===== config.mk =====
export PLATFORM = sky130hd
export DESIGN_NAME = uart_tx_fifo
export DESIGN_NICKNAME = d
export VERILOG_FILES = /design/src/rtl/uart_pkg.sv /design/src/rtl/sync_fifo.sv /design/src/rtl/uart_tx_fifo.sv
export SDC_FILE = /design/constraint.sdc
export NUM_CORES = 1
export LEC_CHECK = 0
export BUFFER_PORTS_ARGS = -buffer_cell sky130_fd_sc_hd__clkbuf_2
export CAP_MARGIN = 10
export CELL_PAD_IN_SITES_DETAIL_PLACEMENT = 1
export CELL_PAD_IN_SITES_GLOBAL_PLACEMENT = 1
export CORE_MARGIN = 1
export CORE_UTILIZATION = 45
export DETAILED_ROUTE_END_ITERATION = 10
export GPL_TIMING_DRIVEN = 0
export PLACE_DENSITY = 0.76
export SYNTH_ARGS = -nofsm -noshare
export SYNTH_HDL_FRONTEND = slang
export SYNTH_SLANG_ARGS = --single-unit

===== constraint.sdc =====
create_clock -name clock -period 3.95 [get_ports clock]
set_clock_uncertainty 0.15 [all_clocks]
set_input_delay 0.1975 -clock clock [delete_from_list [all_inputs] [get_ports clock]]
set_output_delay 0.1975 -clock clock [all_outputs]
set_load 0.01 [all_outputs]

===== src/rtl/uart_pkg.sv =====
// Shared definitions for the UART blocks: parity modes, transmitter FSM states
// and a constant clog2 helper usable in port widths.
package uart_pkg;

  localparam int PAR_NONE = 0;
  localparam int PAR_EVEN = 1;
  localparam int PAR_ODD  = 2;

  typedef enum logic [2:0] {
    IDLE,
    START,
    DATA,
    PAR,
    STOP
  } tx_state_e;

  function automatic int clog2(input int value);
    int r;
    r = 0;
    while ((1 << r) < value) r++;
    return r;
  endfunction

endpackage


===== src/rtl/sync_fifo.sv =====
// Single-clock FIFO with async active-high reset; full/empty come from read and
// write pointers carrying one extra wrap bit. Head data is read combinationally.
module sync_fifo
  import uart_pkg::*;
#(
  parameter int DEPTH = 16,
  parameter int WIDTH = 8
) (
  input  logic                  clock,
  input  logic                  reset,
  input  logic                  i_push,
  input  logic [WIDTH-1:0]      i_wr_data,
  input  logic                  i_pop,
  output logic [WIDTH-1:0]      o_rd_data,
  output logic                  o_full,
  output logic                  o_empty,
  output logic [clog2(DEPTH):0] o_count
);

  localparam int AW = clog2(DEPTH);

  logic [AW:0]      r_wr_ptr;
  logic [AW:0]      r_rd_ptr;
  logic [WIDTH-1:0] r_mem [DEPTH];
  logic             w_do_push;
  logic             w_do_pop;

  // A push against a full FIFO is dropped even if a pop frees a slot this cycle.
  assign w_do_push = i_push && !o_full;
  assign w_do_pop  = i_pop && !o_empty;

  always_ff @(posedge clock or posedge reset) begin
    if (reset) begin
      r_wr_ptr <= '0;
      r_rd_ptr <= '0;
    end else begin
      if (w_do_push) r_wr_ptr <= r_wr_ptr + 1'b1;
      if (w_do_pop)  r_rd_ptr <= r_rd_ptr + 1'b1;
    end
  end

  // NOTE: the storage array is deliberately not reset; entries are only ever
  // read between the pointers, and a reset-free array can map onto RAM.
  always_ff @(posedge clock) begin
    if (w_do_push) r_mem[r_wr_ptr[AW-1:0]] <= i_wr_data;
  end

  assign o_rd_data = r_mem[r_rd_ptr[AW-1:0]];
  assign o_empty   = (r_wr_ptr == r_rd_ptr);
  assign o_full    = (r_wr_ptr[AW] != r_rd_ptr[AW]) &&
                     (r_wr_ptr[AW-1:0] == r_rd_ptr[AW-1:0]);
  assign o_count   = r_wr_ptr - r_rd_ptr;

endmodule


===== src/rtl/uart_tx_fifo.sv =====
// UART transmitter fed by a write FIFO: start, DATA_BITS payload (LSB first),
// optional parity and STOP_BITS stop bits, each bit held CLK_DIV clocks.
module uart_tx_fifo
  import uart_pkg::*;
#(
  parameter int DATA_BITS  = 8,
  parameter int FIFO_DEPTH = 16,
  parameter int CLK_DIV    = 16,
  parameter int PARITY     = PAR_NONE,
  parameter int STOP_BITS  = 1
) (
  input  logic                       clock,
  input  logic                       reset,
  input  logic                       wr_en,
  input  logic [DATA_BITS-1:0]       wr_data,
  input  logic                       clear_overflow,
  output logic                       full,
  output logic [clog2(FIFO_DEPTH):0] count,
  output logic                       busy,
  output logic                       overflow,
  output logic                       tx
);

  localparam int BW = clog2(CLK_DIV);
  localparam int IW = clog2(DATA_BITS) + 1;

  tx_state_e            r_state,   w_state_next;
  logic [BW-1:0]        r_bit_cnt, w_bit_cnt_next;
  logic [IW-1:0]        r_idx,     w_idx_next;
  logic [DATA_BITS-1:0] r_shift,   w_shift_next;
  logic                 r_par,     w_par_next;
  logic                 r_tx,      w_tx_next;
  logic                 r_overflow;
  logic                 w_pop;
  logic                 w_empty;
  logic                 w_bit_end;
  logic [DATA_BITS-1:0] w_head;

  sync_fifo #(
    .DEPTH (FIFO_DEPTH),
    .WIDTH (DATA_BITS)
  ) u_fifo (
    .clock     (clock),
    .reset     (reset),
    .i_push    (wr_en),
    .i_wr_data (wr_data),
    .i_pop     (w_pop),
    .o_rd_data (w_head),
    .o_full    (full),
    .o_empty   (w_empty),
    .o_count   (count)
  );

  assign w_bit_end = (r_bit_cnt == BW'(CLK_DIV - 1));

  always_comb begin
    // NOTE: every signal driven here gets a default first, so no branch can
    // leave one unassigned and infer a latch.
    w_state_next   = r_state;
    w_bit_cnt_next = r_bit_cnt;
    w_idx_next     = r_idx;
    w_shift_next   = r_shift;
    w_par_next     = r_par;
    w_pop          = 1'b0;
    w_tx_next      = 1'b1;

    if (r_state != IDLE) w_bit_cnt_next = w_bit_end ? '0 : r_bit_cnt + 1'b1;

    case (r_state)
      IDLE: begin
        if (!w_empty) begin
          w_pop        = 1'b1;
          w_shift_next = w_head;
          w_par_next   = (^w_head) ^ (PARITY == PAR_ODD);
          w_state_next = START;
        end
      end
      START: begin
        if (w_bit_end) begin
          w_idx_next   = '0;
          w_state_next = DATA;
        end
      end
      DATA: begin
        if (w_bit_end) begin
          w_shift_next = r_shift >> 1;
          if (r_idx == IW'(DATA_BITS - 1)) begin
            w_idx_next   = '0;
            w_state_next = (PARITY != PAR_NONE) ? PAR : STOP;
          end else begin
            w_idx_next = r_idx + 1'b1;
          end
        end
      end
      PAR: begin
        if (w_bit_end) begin
          w_idx_next   = '0;
          w_state_next = STOP;
        end
      end
      STOP: begin
        if (w_bit_end) begin
          if (r_idx == IW'(STOP_BITS - 1)) begin
            w_idx_next = '0;
            // Back-to-back frames: reload straight into START without idling.
            if (!w_empty) begin
              w_pop        = 1'b1;
              w_shift_next = w_head;
              w_par_next   = (^w_head) ^ (PARITY == PAR_ODD);
              w_state_next = START;
            end else begin
              w_state_next = IDLE;
            end
          end else begin
            w_idx_next = r_idx + 1'b1;
          end
        end
      end
      default: w_state_next = IDLE;
    endcase

    case (w_state_next)
      START:   w_tx_next = 1'b0;
      DATA:    w_tx_next = w_shift_next[0];
      PAR:     w_tx_next = w_par_next;
      default: w_tx_next = 1'b1;
    endcase
  end

  // NOTE: sequential state uses non-blocking assignments so every register
  // samples the values from before the clock edge.
  always_ff @(posedge clock or posedge reset) begin
    if (reset) begin
      r_state   <= IDLE;
      r_bit_cnt <= '0;
      r_idx     <= '0;
      r_shift   <= '0;
      r_par     <= 1'b0;
      r_tx      <= 1'b1;
    end else begin
      r_state   <= w_state_next;
      r_bit_cnt <= w_bit_cnt_next;
      r_idx     <= w_idx_next;
      r_shift   <= w_shift_next;
      r_par     <= w_par_next;
      r_tx      <= w_tx_next;
    end
  end

  // A drop in the same cycle as a clear leaves the flag set.
  always_ff @(posedge clock or posedge reset) begin
    if (reset)                 r_overflow <= 1'b0;
    else if (wr_en && full)    r_overflow <= 1'b1;
    else if (clear_overflow)   r_overflow <= 1'b0;
  end

  assign tx       = r_tx;
  assign busy     = (r_state != IDLE);
  assign overflow = r_overflow;

endmodule

==> metrics.txt, run 1 <==
TritonCTS clock tree built; share of cells above drive strength 1 around 20%; drt drc 0; first-pass GRT wire length about 23000 um; Mapped Cells 419; FF-to-FF setup slack around 0.33 ns; Synth area leader edfxtp_1; worst min path class in -> reg; Setup crit end kind flop; Core ar. between 10000 and 15000 sq um; Slew HR 37.5%; Die Ht about 130 um; HPWL after DPL just under 10000 um; Reg-to-Reg Start u_fifo.r_rd_ptr[2]$_DFFE_PP0P_; Synthesized Nets approximately 440; fmax about 0.28 GHz; Overflow after GRT 0; synthesized flop and latch total 160; post-place instance area around 7200 sq um; Post-synth EDFFs between 100 and 150; startpoint types flop; number of CTS-inserted buffers 17; Seq. cell area ~4600 sq um; Crit Path Category reg -> reg; fin area just under 8000 sq um; detailed-route vias per instance roughly 5.5; Area growth syn-to-layout 15.2%; LEAKAGE 2.90 nW; critical path peak fanout 10; nets around 500; DR iter-0 viols about 280; mapped cell area between 6000 and 7000 sq um; RSZ-0062 raised after global routing no; Fillers around 1400; Tcrit/Tclk final ~92%; vias about 3700; Hold EP u_fifo.r_mem[8][5]$_DFFE_PP_; post-synthesis average cell area between 15 and 20 sq um; CTS sink cnt 160; Final Hold Violating Endpoints 0; Die Wd approximately 130 um; n_diodes 0; Hold Slack ~0.018 ns; initial antenna violation count 0; num rows 44; Synth top area share 56.0%; async set-reset flop share out of synthesis 20.0%; wire per inst 21.6 um; number of port buffers 20; largest net degree at the start of global routing 33; Min-Delay Startpoint wr_data[5]; Initial Util around 47%; multi-input logic area just over 2000 sq um; origin of the worst setup path u_fifo.r_rd_ptr[2]$_DFFE_PP0P_; DR pass1 iterations 4; post-route setup TNS 0 ns; die area 15700 sq um; crit path DAT ~3.5 ns; I/O pin count 21; number of global-route vias before repair 4028; number of synthesis warnings 0; worst hold stages 1; worst slew pin tran 0.935 ns; CTS H-tree lvls 4; gr usage total 20.0%; MaxCap Viol Count 0; Power Density slightly below 800 nW/um^2; final max-slew violation count 0; Peak VDD IR 0.000571 V; FF-to-FF path depth 10; clk buf depth 2; post-synthesis cell type count 36; Worst-path clk slew about 0.06 ns; GPL Wtd Cong ~0.73; Cells after DPL 627; Crit path required time approximately 3.9 ns; Finished Layout Cells approximately 660; latest clock arrival within the worst-skew pair between 0.4 and 0.5 ns; min Tclk post-route roughly 3.6 ns; DRT Wirelength 14300 um; Root Driver clkbuf_16; Post-synth top flop edfxtp_1; Setup-failing EPs final 0; status complete, no violations; FF-to-FF End u_fifo.r_mem[9][3]$_DFFE_PP_; DRT antenna net count 0; register area share after synthesis between 60% and 70%; Area contributors post-synth edfxtp_1 56%, dfrtp_1 11%, mux4_2 7.6%
metrics by stage:
| stage | util (%) | worst slack (ns) | total power [W] |
|---|---|---|---|
| final | 53.8 | 0.327 | 0.00617 |
| after global routing | 53.8 | 0.0831 | 0.00651 |
| after CTS | 53.5 | 0.248 | 0.00623 |
| after detailed placement | 49.0 | -0.122 | 0.00451 |
| after global placement | 48.9 | -0.294 | 0.00440 |
| after floorplan | - | 0.817 | 0.00388 |
final cells by class:
type / instances / share of cell area (%)
sequential: 160 / 58.8
multi-input combinational: 224 / 26.1
buffer: 21 / 1.55
clock inverter: 15 / 2.36
timing repair buffer: 28 / 2.25
clock buffer: 17 / 5.38
tap: 184 / 2.91
inverter: 14 / 0.665
sequential cells by signal, indices dropped and copies added, names as in the netlist:
register and cells:
r_par 1, r_state 3, u_fifo.r_rd_ptr 5, u_fifo.r_wr_ptr 5, r_idx 4, u_fifo.r_mem 128
overflow 1, r_bit_cnt 4, r_shift 8, tx 1
worst max path at each step:
stage          slack (ns)                            end  cells past startpoint
3_3_place_gp        -0.29   u_fifo.r_mem[3][6]$_DFFE_PP_                     10
5_1_grt              0.08   u_fifo.r_mem[9][3]$_DFFE_PP_                     10
3_5_place_dp        -0.12  u_fifo.r_mem[15][6]$_DFFE_PP_                     10
6_report             0.33   u_fifo.r_mem[9][3]$_DFFE_PP_                     10
2_1_floorplan        0.82   u_fifo.r_mem[3][0]$_DFFE_PP_                     10
4_1_cts              0.25   u_fifo.r_mem[3][2]$_DFFE_PP_                     11
critical path, cell delays in order, from the launching register on:
cell	delay, ns
dfrtp_1	0.32
buf_2	0.27
buf_2	0.34
inv_1	0.08
ha_1	0.36
nand4_1	0.19
nor2b_1	0.10
nor2b_1	0.18
clkbuf_1	0.31
nand2_1	0.22
nor2_1	0.71
cell usage after synthesis, types with 6 or more instances:
| cell | count |
|---|---|
| edfxtp_1 | 128 |
| nand2_1 | 38 |
| ha_1 | 12 |
| nor2_1 | 19 |
| mux4_2 | 23 |
| xnor2_1 | 12 |
| mux4_1 | 9 |
| and3_1 | 7 |
| a21oi_1 | 9 |
| inv_1 | 14 |
| xor2_1 | 12 |
| nor3_1 | 10 |
| clkbuf_1 | 11 |
| dfrtp_1 | 31 |
| o21ai_0 | 13 |
| a221o_1 | 6 |
| mux2i_1 | 20 |
| nand4_1 | 6 |
cells in the final DEF (no fill, tap or decap), types with 3 or more instances in the layout:
master / count
nor2b_1: 3
inv_1: 13
buf_6: 3
mux2i_1: 20
dlygate4sd3_1: 3
nand4_1: 6
nand2_1: 38
clkbuf_2: 20
nand3_1: 5
nand2b_1: 4
clkinvlp_4: 5
bufinv_16: 3
ha_1: 12
a21oi_1: 9
nor3_1: 8
clkinv_4: 4
buf_2: 8
dfrtp_1: 31
edfxtp_1: 128
clkbuf_1: 11
o21ai_0: 13
xnor2_1: 12
nor2_2: 5
and3_1: 7
xor2_1: 12
a221o_1: 6
a21o_1: 5
mux4_1: 9
mux4_2: 23
nor2_1: 14
clkbuf_16: 17
cells by family (layout without fill, tap and decap cells):
family,Yosys count,after routing,synth area share [%]
buffers and inverters,35,95,2.54
flip-flops,160,160,67.7
adder cells (fa/ha/maj),13,13,2.48
multiplexers,52,52,13.9
XOR/XNOR,24,24,3.07
AO/OA/AOI/OAI,37,37,3.54
AND/OR/NAND/NOR,98,98,6.71
metal layers:
metal | track usage (%) | routed length (um) | share of wire (%)
met1 | 25.0 | 6220 | 43
met2 | 33.7 | 7340 | 51
met3 | 3.51 | 430 | 3.0
met4 | 9.90 | 311 | 2.2
met5 | 0 | 0 | 0
where the power goes:
group	total (W)	switching [W]	internal, W
Combinational	0.00227	0.00127	0.000997
Sequential	0.00223	0.000125	0.00210
Clock	0.00167	0.000674	0.000999
timing repair:
item | 4_1_cts | 5_1_grt
gates resized for setup | 7 | 1
hold buffers | 3 | 0
setup endpoints to repair | 37 | 2
endpoints found under the hold margin | 32 | 0
buffers inserted | 0 | 0
Power figures use the tool's default switching activity.
==> inputs of run 2 (changes only) <==
--- a/config.mk
+++ b/config.mk
@@ -14,6 +14,7 @@
 export DETAILED_ROUTE_END_ITERATION = 10
 export GPL_TIMING_DRIVEN = 0
 export PLACE_DENSITY = 0.76
+export REMOVE_ABC_BUFFERS = 1
 export SYNTH_ARGS = -nofsm -noshare
 export SYNTH_HDL_FRONTEND = slang
 export SYNTH_SLANG_ARGS = --single-unit
==> metrics.txt, run 2 (synthesis gave the netlist of run 1 again) <==
DR iter-0 viols 216; share of cells above drive strength 1 approximately 20%; Root Driver clkbuf_16; FF-to-FF End u_fifo.r_mem[8][7]$_DFFE_PP_; final max-slew violation count 0; critical path peak fanout 13; Hold Slack approximately 0.034 ns; startpoint types flop; nets 469; crit path DAT ~3.7 ns; Slew HR between 20% and 30%; wire per inst 22.1 um; Setup crit end kind flop; detailed-route vias per instance between 5 and 6; power share of the clock group a little over a quarter; Psw between 0.002 and 0.0025 W; Seq pwr share 40.9%; Hold EP u_fifo.r_mem[11][4]$_DFFE_PP_; Sw Share between 30% and 40%; Die Wd approximately 130 um; Seq. cell area between 4000 and 5000 sq um; first-pass GRT wire length approximately 23000 um; worst slew pin tran around 1.1 ns; largest net degree at the start of global routing 37; Worst-path clk slew approximately 0.070 ns; vias approximately 3600; Cells after DPL 605; Cell Chain, Critical Path inv_1 -> ha_1 -> nand4_1 -> nor2b_1 -> nor2b_1 -> nand2_1 -> nor2_1; DR pass1 iterations 6; FF-to-FF path depth 7; I/O pin count 21; number of global-route vias before repair approximately 4000; die area around 16000 sq um; Int Power ~0.0040 W; fmax ~0.27 GHz; Crit Path Category reg -> reg; post-route setup TNS 0 ns; CTS H-tree lvls 4; Overflow after GRT 0; DRT antenna net count 0; Crit path largest cell delay between 0.8 and 0.9 ns; gr usage total 20.0%; Initial Util approximately 47%; most common cell after layout, fill and taps aside edfxtp_1; n_diodes 0; multi-input logic area approximately 2100 sq um; Tcrit/Tclk final 95.0%; Die Ht ~130 um; Min-Delay Startpoint wr_data[4]; Peak VDD IR 0.000572 V; min Tclk post-route 3.75 ns; most frequent cells in the layout 128 x edfxtp_1, 38 x nand2_1, 28 x dfrtp_1; Crit path required time between 3 and 4 ns; Finished Layout Cells 641; max reg flops about 130; worst hold stages 1; number of port buffers 20; status complete, no violations; initial antenna violation count 0; FF-to-FF setup slack just under 0.2 ns; drt drc 0; clk buf depth 2; CP top delay family simple AND/OR/NAND/NOR gates; worst min path class in -> reg; Top cell by count, worst path nor2b_1; Power Density roughly 780 nW/um^2; Final Hold Violating Endpoints 0; Area growth syn-to-layout 13.3%; CTS sink cnt 160; Setup Fix Bufs, Post-CTS 0; GPL Wtd Cong around 0.76; Core ar. 14700 sq um; MaxCap Viol Count 0; number of CTS-inserted buffers 17; Reg-to-Reg Start u_fifo.r_rd_ptr[3]$_DFFE_PP0P_; Buf/Inv on CP 1; LEAKAGE about 2.8 nW; latest clock arrival within the worst-skew pair 0.43 ns; RSZ-0062 raised after global routing yes; Setup-failing EPs final 0; TritonCTS clock tree built; Comb pwr share 32.2%; HPWL after DPL 9220 um; num rows 44; Critical Path Slowest Stage Cell nor2_1; Fillers ~1400; DRT Wirelength between 10000 and 15000 um
==> run 2: cell types whose count changed in the layout (fill, tap and decap cells not counted), sizes merged <==
| cell | before | now |
|---|---|---|
| clkinvlp | 5 | 2 |
| inv | 15 | 19 |
| bufinv | 3 | 2 |
| buf | 15 | 4 |
| clkbuf | 48 | 37 |
==> run 2: timing repair <==
item / in CTS / in global routing
setup endpoints to repair: 16 / 106
hold endpoints to repair: 32 / 0
hold buffers: 3 / 0
gates cloned: 0 / 0
gates resized for setup: 2 / 11
==> run 2: power by group through the flow <==
stage / clock network [W] / registers (W) / logic (W)
after floorplan: 0 / 0.00240 / 0.00140
after global placement: 0 / 0.00252 / 0.00181
after detailed placement: 0 / 0.00250 / 0.00194
after CTS: 0.00166 / 0.00247 / 0.00196
after global routing: 0.00171 / 0.00252 / 0.00214
final: 0.00163 / 0.00247 / 0.00195
==> run 2: metrics by stage <==
step	worst slack, ns	utilization [%]	power (W)	area (sq um)
after floorplan	0.161	-	0.00380	6740
after global placement	-1.26	48.1	0.00433	7070
after detailed placement	-0.0932	48.4	0.00444	7110
after CTS	0.00784	52.6	0.00609	7730
after global routing	-0.0737	52.9	0.00637	7770
final	0.198	52.9	0.00605	7770
==> run 2: worst max-delay path by stage <==
stage | from | to | slack (ns) | cells past startpoint
2_1_floorplan | u_fifo.r_rd_ptr[1]$_DFFE_PP0P_ | u_fifo.r_mem[3][0]$_DFFE_PP_ | 0.16 | 7
3_3_place_gp | u_fifo.r_rd_ptr[1]$_DFFE_PP0P_ | u_fifo.r_mem[3][6]$_DFFE_PP_ | -1.26 | 7
3_5_place_dp | u_fifo.r_rd_ptr[0]$_DFFE_PP0P_ | u_fifo.r_mem[15][2]$_DFFE_PP_ | -0.09 | 6
4_1_cts | u_fifo.r_rd_ptr[2]$_DFFE_PP0P_ | u_fifo.r_mem[13][1]$_DFFE_PP_ | 0.008 | 7
5_1_grt | u_fifo.r_rd_ptr[3]$_DFFE_PP0P_ | u_fifo.r_mem[12][6]$_DFFE_PP_ | -0.07 | 7
6_report | u_fifo.r_rd_ptr[3]$_DFFE_PP0P_ | u_fifo.r_mem[8][7]$_DFFE_PP_ | 0.20 | 7
==> run 2: final cells by class <==
cell class                 count  area share, %
multi-input combinational    224           26.8
clock inverter                15           2.05
sequential                   160           59.9
timing repair buffer          27           2.16
tap                          184           2.96
clock buffer                  17           5.48
inverter                      14          0.676
==> run 2: routing by layer <==
metal  global-route usage (%)  part of all wire (%)  up-vias
met2                     33.7                    51       57
met5                        0                     0        -
met3                     4.19                   2.8       28
li1                         -                     -     1657
met1                     25.0                    44     1893
met4                     8.90                   2.3        0
